==> config.mk <==
export PLATFORM = sky130hd
export DESIGN_NAME = quad_enc_bank_flat
export DESIGN_NICKNAME = d
export VERILOG_FILES = /design/src/rtl/enc_pkg.sv /design/src/rtl/quad_enc_bank_if.sv /design/src/rtl/quad_enc_channel.sv /design/src/rtl/quad_enc_bank.sv /design/src/flat_wrapper.sv
export SDC_FILE = /design/constraint.sdc
export NUM_CORES = 1
export LEC_CHECK = 0
export ABC_AREA = 1
export BUFFER_PORTS_ARGS = -buffer_cell sky130_fd_sc_hd__buf_2
export CORE_MARGIN = 2
export CORE_UTILIZATION = 36
export DETAILED_ROUTE_END_ITERATION = 8
export PLACE_DENSITY = 0.62
export SLEW_MARGIN = 20
export SYNTH_ARGS = -nofsm -noshare
export SYNTH_HDL_FRONTEND = slang
export SYNTH_HIERARCHICAL = 1
export SYNTH_SLANG_ARGS = --single-unit
==> constraint.sdc <==
create_clock -name CLK -period 3.8 [get_ports CLK]
set_input_delay 0.19 -clock CLK [delete_from_list [all_inputs] [get_ports CLK]]
set_output_delay 0.19 -clock CLK [all_outputs]
set_load 0.02 [all_outputs]
==> src/rtl/enc_pkg.sv <==
// enc_pkg: step codes and quadrature transition decode shared by the encoder bank.
package enc_pkg;
  typedef logic [1:0] step_t;
  localparam step_t STEP_NONE    = 2'd0;
  localparam step_t STEP_INC     = 2'd1;
  localparam step_t STEP_DEC     = 2'd2;
  localparam step_t STEP_ILLEGAL = 2'd3;
  // {A,B} -> position on the forward cycle 00,10,11,01
  function automatic logic [1:0] gray_pos(input logic [1:0] ab);
    return {ab[0], ab[1] ^ ab[0]};
  endfunction
  function automatic step_t decode_step(input logic [1:0] prev, input logic [1:0] next);
    logic [1:0] d;
    d = gray_pos(next) - gray_pos(prev);
    return d == 2'd1 ? STEP_INC : d == 2'd3 ? STEP_DEC : d == 2'd2 ? STEP_ILLEGAL : STEP_NONE;
  endfunction
endpackage

==> src/rtl/quad_enc_bank_if.sv <==
// quad_enc_bank_if: encoder pins, per-channel controls and snapshot outputs of the bank.
interface quad_enc_bank_if #(parameter int CHANNELS = 4, parameter int ENCBITS = 32);
  logic [CHANNELS-1:0]         enc_a;
  logic [CHANNELS-1:0]         enc_b;
  logic [CHANNELS-1:0]         clear;
  logic                        snapshot;
  logic [CHANNELS-1:0]         fault_clear;
  logic [CHANNELS*ENCBITS-1:0] snap_count;
  logic                        snap_valid;
  logic [CHANNELS-1:0]         faultn;
  logic [CHANNELS-1:0]         activity;
  modport master (output enc_a, enc_b, clear, snapshot, fault_clear,
                  input snap_count, snap_valid, faultn, activity);
  modport slave (input enc_a, enc_b, clear, snapshot, fault_clear,
                 output snap_count, snap_valid, faultn, activity);
endinterface

==> src/rtl/quad_enc_channel.sv <==
// quad_enc_channel: one encoder axis - sync, glitch filter, priming, 4x decode, counter, sticky fault.
module quad_enc_channel
  import enc_pkg::*;
#(
  parameter int ENCBITS    = 32,
  parameter int FILTER_LEN = 3
) (
  input  logic               CLK,
  input  logic               reset,
  input  logic               enc_a,
  input  logic               enc_b,
  input  logic               clear,
  input  logic               fault_clear,
  output logic [ENCBITS-1:0] count,
  output logic               faultn,
  output logic               activity
);
  logic [1:0] sync1, sync2, cand, filt, prev, warm;
  logic [3:0] run, run_nxt;
  logic       fvalid, primed;
  step_t      step;
  always_comb begin
    run_nxt = sync2 != cand ? 4'd1 : run == 4'(FILTER_LEN) ? run : run + 4'd1;
    step    = primed && filt != prev ? decode_step(prev, filt) : STEP_NONE;
  end
  // warm holds the filter off until sync2 carries a real pin sample, so reset zeros never prime
  always_ff @(posedge CLK or posedge reset) begin
    if (reset) begin
      sync1  <= '0;
      sync2  <= '0;
      warm   <= '0;
      cand   <= '0;
      run    <= '0;
      filt   <= '0;
      fvalid <= 1'b0;
    end else begin
      sync1 <= {enc_a, enc_b};
      sync2 <= sync1;
      warm  <= {warm[0], 1'b1};
      if (warm[1]) begin
        cand <= sync2;
        run  <= run_nxt;
        if (run_nxt == 4'(FILTER_LEN)) begin
          filt   <= sync2;
          fvalid <= 1'b1;
        end
      end
    end
  end
  always_ff @(posedge CLK or posedge reset) begin
    if (reset) begin
      prev     <= '0;
      primed   <= 1'b0;
      count    <= '0;
      activity <= 1'b0;
      faultn   <= 1'b1;
    end else begin
      primed   <= primed | fvalid;
      prev     <= primed || fvalid ? filt : prev;
      count    <= clear ? '0 : step == STEP_INC ? count + ENCBITS'(1) :
                  step == STEP_DEC ? count - ENCBITS'(1) : count;
      activity <= step == STEP_INC || step == STEP_DEC;
      faultn   <= step == STEP_ILLEGAL ? 1'b0 : fault_clear ? 1'b1 : faultn;
    end
  end
endmodule

==> src/rtl/quad_enc_bank.sv <==
// quad_enc_bank: N encoder channels sharing one coherent snapshot register.
module quad_enc_bank
  import enc_pkg::*;
#(
  parameter int CHANNELS   = 4,
  parameter int ENCBITS    = 32,
  parameter int FILTER_LEN = 3
) (
  input logic            CLK,
  input logic            reset,
  quad_enc_bank_if.slave bus
);
  logic [CHANNELS*ENCBITS-1:0] live;
  for (genvar i = 0; i < CHANNELS; i++) begin : g_ch
    quad_enc_channel #(.ENCBITS(ENCBITS), .FILTER_LEN(FILTER_LEN)) u_ch (
      .CLK         (CLK),
      .reset       (reset),
      .enc_a       (bus.enc_a[i]),
      .enc_b       (bus.enc_b[i]),
      .clear       (bus.clear[i]),
      .fault_clear (bus.fault_clear[i]),
      .count       (live[i*ENCBITS +: ENCBITS]),
      .faultn      (bus.faultn[i]),
      .activity    (bus.activity[i])
    );
  end
  // captures pre-update counts, so a step on the snapshot edge lands in the next snapshot
  always_ff @(posedge CLK or posedge reset) begin
    if (reset) begin
      bus.snap_count <= '0;
      bus.snap_valid <= 1'b0;
    end else begin
      bus.snap_count <= bus.snapshot ? live : bus.snap_count;
      bus.snap_valid <= bus.snapshot;
    end
  end
endmodule

==> src/flat_wrapper.sv <==
// flat-port wrapper written by rule: the top's interface ports become plain ports
module quad_enc_bank_flat import enc_pkg::*;
#(
  parameter int CHANNELS   = 4,
  parameter int ENCBITS    = 32,
  parameter int FILTER_LEN = 3
)
  (CLK, reset, bus_enc_a, bus_enc_b, bus_clear, bus_snapshot, bus_fault_clear, bus_snap_count, bus_snap_valid, bus_faultn, bus_activity);
  quad_enc_bank_if #(.CHANNELS(CHANNELS), .ENCBITS(ENCBITS)) bus_i ();
  input logic CLK;
  input logic reset;
  input wire logic [$bits(bus_i.enc_a)-1:0] bus_enc_a;
  input wire logic [$bits(bus_i.enc_b)-1:0] bus_enc_b;
  input wire logic [$bits(bus_i.clear)-1:0] bus_clear;
  input wire logic [$bits(bus_i.snapshot)-1:0] bus_snapshot;
  input wire logic [$bits(bus_i.fault_clear)-1:0] bus_fault_clear;
  output wire logic [$bits(bus_i.snap_count)-1:0] bus_snap_count;
  output wire logic [$bits(bus_i.snap_valid)-1:0] bus_snap_valid;
  output wire logic [$bits(bus_i.faultn)-1:0] bus_faultn;
  output wire logic [$bits(bus_i.activity)-1:0] bus_activity;
  assign bus_i.enc_a = bus_enc_a;
  assign bus_i.enc_b = bus_enc_b;
  assign bus_i.clear = bus_clear;
  assign bus_i.snapshot = bus_snapshot;
  assign bus_i.fault_clear = bus_fault_clear;
  assign bus_snap_count = bus_i.snap_count;
  assign bus_snap_valid = bus_i.snap_valid;
  assign bus_faultn = bus_i.faultn;
  assign bus_activity = bus_i.activity;
  quad_enc_bank #(.CHANNELS(CHANNELS), .ENCBITS(ENCBITS), .FILTER_LEN(FILTER_LEN)) u_core (.CLK(CLK), .reset(reset), .bus(bus_i));
endmodule
; ---- After elaboration in Yosys (flattened, before gate mapping)
; Cells that the tools add are included.
[word_totals]
regBits = 337
out_inout_bits = 137
elab_cells = 186
[op_classes]
addsub = 16
eq_ne = 40
n_mux = 44
bitwise_logic = 12
reduce_logical = 24
[op_table]
columns = operator, count
row1 = $mux 32, 12
row2 = $add 32x1->32 const B, 4
row3 = $sub 32x1->32 const B, 4
row4 = $eq 2x2->1 const B, 16
row5 = $eq 4x2->1 const B, 8
row6 = $mux 2, 16
row7 = $mux 4, 8
row8 = $add 4x1->4 const B, 4
row9 = $eq 2x1->1 const B, 8
row10 = $ne 2x2->1, 8
row11 = $reduce_bool 3->1, 4
row12 = $logic_or 1x1->1, 8
row13 = $mux 1, 8
row14 = $reduce_and 2->1, 4
row15 = $reduce_bool 2->1, 4
row16 = $sub 2x2->2, 4
row17 = $xor 1x1->1, 8
row18 = $logic_and 1x1->1, 4
row19 = $or 1x1->1, 4

; ---- Depth between registers and ports, before layout
[logic_depth]
depth_word = 11
depth_mapped = 24
mapped_depth_nobuf = 24

; ---- Hierarchy
; Netlist, hierarchy kept.
[by_module_without_submodules]
columns = module, instances, cells_each, area_each_um2
row1 = quad_enc_channel (u_core.g_ch[2].u_ch ...), 2, 733, 4609.4
row2 = quad_enc_bank, 1, 543, 4988.5
row3 = quad_enc_channel (u_core.g_ch[1].u_ch), 1, 736, 4610.7
row4 = quad_enc_channel (u_core.g_ch[0].u_ch), 1, 728, 4549.4

; ---- Worst setup path after synthesis
; OpenSTA, ideal clock, no wires.
[synth_timing]
path_type = register to register
start = register u_core.g_ch[2].u_ch.prev[1]
end = register u_core.g_ch[2].u_ch.count[29]
setup_time_ns = 0.117
arrival_ns = 3.765
required_time_ns = 3.683
path_slack_ns = -0.082
path_stages_with_launch = 21
path_buffers = 1
synth_period_minus_slack_ns = 3.882
path_cell_list = dfrtp_1 -> xor2_1 -> ha_1 -> xnor2_1 -> inv_1 -> ha_1 -> nor3_1 -> inv_1 -> ha_1 -> inv_1 -> ha_1 -> buf_6 -> or2_4 -> nand3_2 -> nand2_2 -> nand2_1 -> nand2_2 -> nand2_2 -> nand3_1 -> nand3_1 -> nand2_1
[synth_between]
elab_chain_cells = 10
elab_cells_between_ends = 16
classes_between = 1 x add/sub / 6 x eq/ne / 6 x mux / 1 x bitwise / 2 x reduce/logical
[synth_lines]
columns = item, line
row1 = start: declaration, quad_enc_channel.sv:18  ; logic [1:0] sync1, sync2, cand, filt, prev, warm;
row2 = start signal: assignment, quad_enc_channel.sv:59  ; prev <= primed || fvalid ? filt : prev;
row3 = $xor 1x1->1, enc_pkg.sv:10  ; return {ab[0], ab[1] ^ ab[0]};
row4 = $sub 2x2->2, enc_pkg.sv:14  ; d = gray_pos(next) - gray_pos(prev);
row5 = $eq 2x2->1, enc_pkg.sv:15  ; return d == 2'd1 ? STEP_INC : d == 2'd3 ? STEP_DEC : d == 2'd2 ? STEP_ILLEGAL : STEP_NONE;
row6 = $mux 2 (3 in a row), enc_pkg.sv:15
row7 = $mux 2 *, quad_enc_channel.sv:24  ; step = primed && filt != prev ? decode_step(prev, filt) : STEP_NONE;
row8 = $eq 2x1->1, quad_enc_channel.sv:60  ; count <= clear ? '0 : step == STEP_INC ? count + ENCBITS'(1) :
row9 = $mux 32 (2 in a row), quad_enc_channel.sv:60
row10 = end signal: assignment, quad_enc_channel.sv:60
row11 = end: declaration, quad_enc_channel.sv:14  ; output logic [ENCBITS-1:0] count,
; Every way passes the cells marked *; elsewhere a longest branch is shown, timed or not.
; A chain may end at the register's enable or synchronous reset.

; ---- Worst setup path in the final report
[layout_timing]
start = register u_core.g_ch[0].u_ch.filt[0]
end = register u_core.g_ch[0].u_ch.count[31]
[layout_between]
elab_chain_cells = 10
elab_cells_between_ends = 16
classes_between = 1 x add/sub / 6 x eq/ne / 6 x mux / 1 x bitwise / 2 x reduce/logical
[layout_lines]
columns = item, line
row1 = start: declaration, quad_enc_channel.sv:18
row2 = start signal: assignment, quad_enc_channel.sv:44  ; filt <= sync2;
row3 = $xor 1x1->1, enc_pkg.sv:10
row4 = $sub 2x2->2, enc_pkg.sv:14
row5 = $eq 2x2->1, enc_pkg.sv:15
row6 = $mux 2 (3 in a row), enc_pkg.sv:15
row7 = $mux 2 *, quad_enc_channel.sv:24
row8 = $eq 2x1->1, quad_enc_channel.sv:60
row9 = $mux 32 (2 in a row), quad_enc_channel.sv:60
row10 = end signal: assignment, quad_enc_channel.sv:60
row11 = end: declaration, quad_enc_channel.sv:14
; Marks and branches as above.

==> out/metrics.cfg <==
[routing]
route.met3.wl_mm = 3.05
met2WireLength_mm = 27.9
drc = 0
wl_met1_mm = 29.0
wire_per_inst_um = 13.4
first_pass_iters = 5
wl_mm = 61.2
via_count = 20800
initialDrtViolationCount = 1252
top_layer_used = met4
antenna_left = 0
viasPerCell = 4.58

[final_layout]
final_nets = 3869
most-common-layout-cells = 1,578 x nand2_1, 487 x inv_1, 333 x dfrtp_1, 188 x nor2_1, 174 x ha_1
fillers = 6777
layout_commonest_cell = nand2_1
multi_input_area_um2 = 12600
register_area_um2 = 8440
finalNonFillerCells = 4554
antenna_cells = 0
utilization = 0.417
post_route_cells_drive_above_1_share = 0.116
syn2layout_area_growth_pct = 14.8

[setup_path]
cp_data_required_time_ns = 4.25
cp-start-kind = register
cp-end-kind = register
critPathKind = register to register
path_max_fanout = 19
reg2regPathDepth = 22
regToRegSetupSlack_ns = 0.26
cp.arrival_ns = 3.98

[cts]
clk_pin_slew_worst_paths_ns = 0.07
cts_buffers = 43
clock-root-buffer = clkbuf_16
htreeDepth = 2
numClockSinks = 337
clockBufferDepth = 3
tritoncts = yes
clk-insertion-delay-late_ns = 0.58

[yosys]
syn_nets = 3676
syn-mean-instance-area_um2 = 6.73
synth_edf_count = 0
synth_area_um2 = 23400
synthCells = 3473
ys_warn_count = 6
yosysSeqAreaShare = 0.361
ys_types = 42
ys.flop_type = dfrtp_1
ys_ff_latch = 337
synthArstFlopShare = 1.00

[timing]
timing.fmax_mhz = 283
tightest_slew_ns = 1.01
fin_skew_ns = 0.0183
fin_crit_sh = 0.931
setup_violations = 0
hold_ws_ns = 0.255
finalHoldViolCount = 0
max-slew-margin-rel = 0.326
fin_crit_ns = 3.54
slew_viol_final = 0
setup_tns_ns = 0

[die]
fp-row-count = 93
dieArea_um2 = 67000
die_h_um = 259
core-area_um2 = 64300
die_w_um = 259
io_pins = 156
initial_core_util = 0.363

[status]
outcome = finished, final reports clean

[run]
max-cap-violations = 0

[placed_design]
io_buffers = 155
gp_congestion = 0.935
dp_cells = 4457
dp_hpwl_mm = 45.8

[grt]
grt_first_pass_wirelength_mm = 101
antenna_found_initial = 0
track_usage = 0.185
grt_overflow = 0
grt_pass1_vias = 20000
grt_max_degree = 91

[worst_hold_path]
min_path_type = input port to asynchronous set/reset pin

cell usage after synthesis, types with 5 or more instances:
cell type,number,area [µm²]
buf_4,5,37.5
nor2_1,189,709
a21oi_1,124,621
nor3_1,24,120
ha_1,180,2250
inv_2,32,120
and2_1,5,31.3
o31ai_1,8,60.1
o21ai_1,41,205
clkbuf_1,15,56.3
xnor2_1,30,263
nor2_2,15,93.8
o21ai_0,47,235
nand2_2,52,325
xor2_1,14,123
or2_4,6,52.6
dfrtp_1,333,8330
inv_1,496,1860
nand2_1,1582,5940
nand3_2,13,130
buf_6,31,349
o21bai_1,9,67.6
nand4_1,19,119
nand3_1,153,766
per-stage QoR:
stage	cell area, µm²	worst slack (ns)
after floorplan	23400	0.0682
after global placement	25000	0.242
after detailed placement	25000	0.139
after CTS	26700	0.129
after global routing	26800	-0.0236
final	26800	0.263
layout make-up:
type / instances / area share
clock inverters: 17 / 0.00602
repair buffers: 202 / 0.0471
clock buffers: 61 / 0.0476
inverters: 532 / 0.0752
multi-input cells: 2550 / 0.470
well taps: 855 / 0.0399
flip-flops and latches: 337 / 0.315
repair_timing:
action                                 4_1_cts  5_1_grt
setup endpoints to repair                    0       67
endpoints found under the hold margin      165        0
hold buffers                                18        0
gates resized for setup                      0       35
setup buffers                                0        0
routing by layer:
metal / vias up / GRT usage
li1: 11000 / -
met1: 9373 / 0.247
met2: 361 / 0.308
met3: 78 / 0.0340
met4: 0 / 0.0446
met5: - / 0
worst paths after layout:
check                                             start                            end
min in group CLK                           bus_enc_a[3]   u_core/g_ch[3].u_ch/sync1[1]
max reg2reg                 u_core/g_ch[0].u_ch/filt[0]  u_core/g_ch[0].u_ch/count[31]
max                         u_core/g_ch[0].u_ch/filt[0]  u_core/g_ch[0].u_ch/count[31]
max in group asynchronous                         reset     u_core/g_ch[0].u_ch/faultn
min reg2reg                u_core/g_ch[0].u_ch/sync1[0]   u_core/g_ch[0].u_ch/sync2[0]
min                                               reset  u_core/g_ch[2].u_ch/count[20]
worst max-delay path: stages, from the launching register on:
cell,delay [ns]
dfrtp_1,0.43
xnor2_1,0.15
ha_1,0.23
xor2_2,0.19
inv_1,0.09
ha_1,0.14
nor2_1,0.05
nor3_2,0.18
inv_1,0.06
ha_1,0.21
inv_2,0.13
clkbuf_16,0.22
ha_1,0.31
nand2_1,0.14
inv_1,0.07
nand2_1,0.09
inv_1,0.07
nand2_1,0.08
inv_1,0.04
a21oi_1,0.25
nand3_1,0.11
nand3_1,0.10
nand2_1,0.07
state kept, by name, summed over array words and instances (netlist names):
register,cells
u_core/bus.snap_valid,1
u_core/g_ch.u_ch/run,16
u_core/g_ch.u_ch/primed,4
u_core/g_ch.u_ch/faultn,4
u_core/g_ch.u_ch/warm,8
u_core/bus.snap_count,128
u_core/g_ch.u_ch/activity,4
u_core/g_ch.u_ch/count,128
u_core/g_ch.u_ch/fvalid,4
u_core/g_ch.u_ch/cand,8
u_core/g_ch.u_ch/filt,8
u_core/g_ch.u_ch/sync2,8
u_core/g_ch.u_ch/sync1,8
u_core/g_ch.u_ch/prev,8
logic make-up after synthesis:
group                      Yosys count  share of synthesized area
AOI/OAI and AO/OA                  247                     0.0575
xor gates and xnor gates            44                     0.0165
adders and majority gates          184                     0.0998
buffers and inverters              586                      0.105
DFF                                337                      0.361
other                                4                   0.000642
and+or+nand+nor                   2071                      0.359
Power is not shown: default switching activity piles up to over one toggle a cycle in this logic, so the estimate is an artifact.
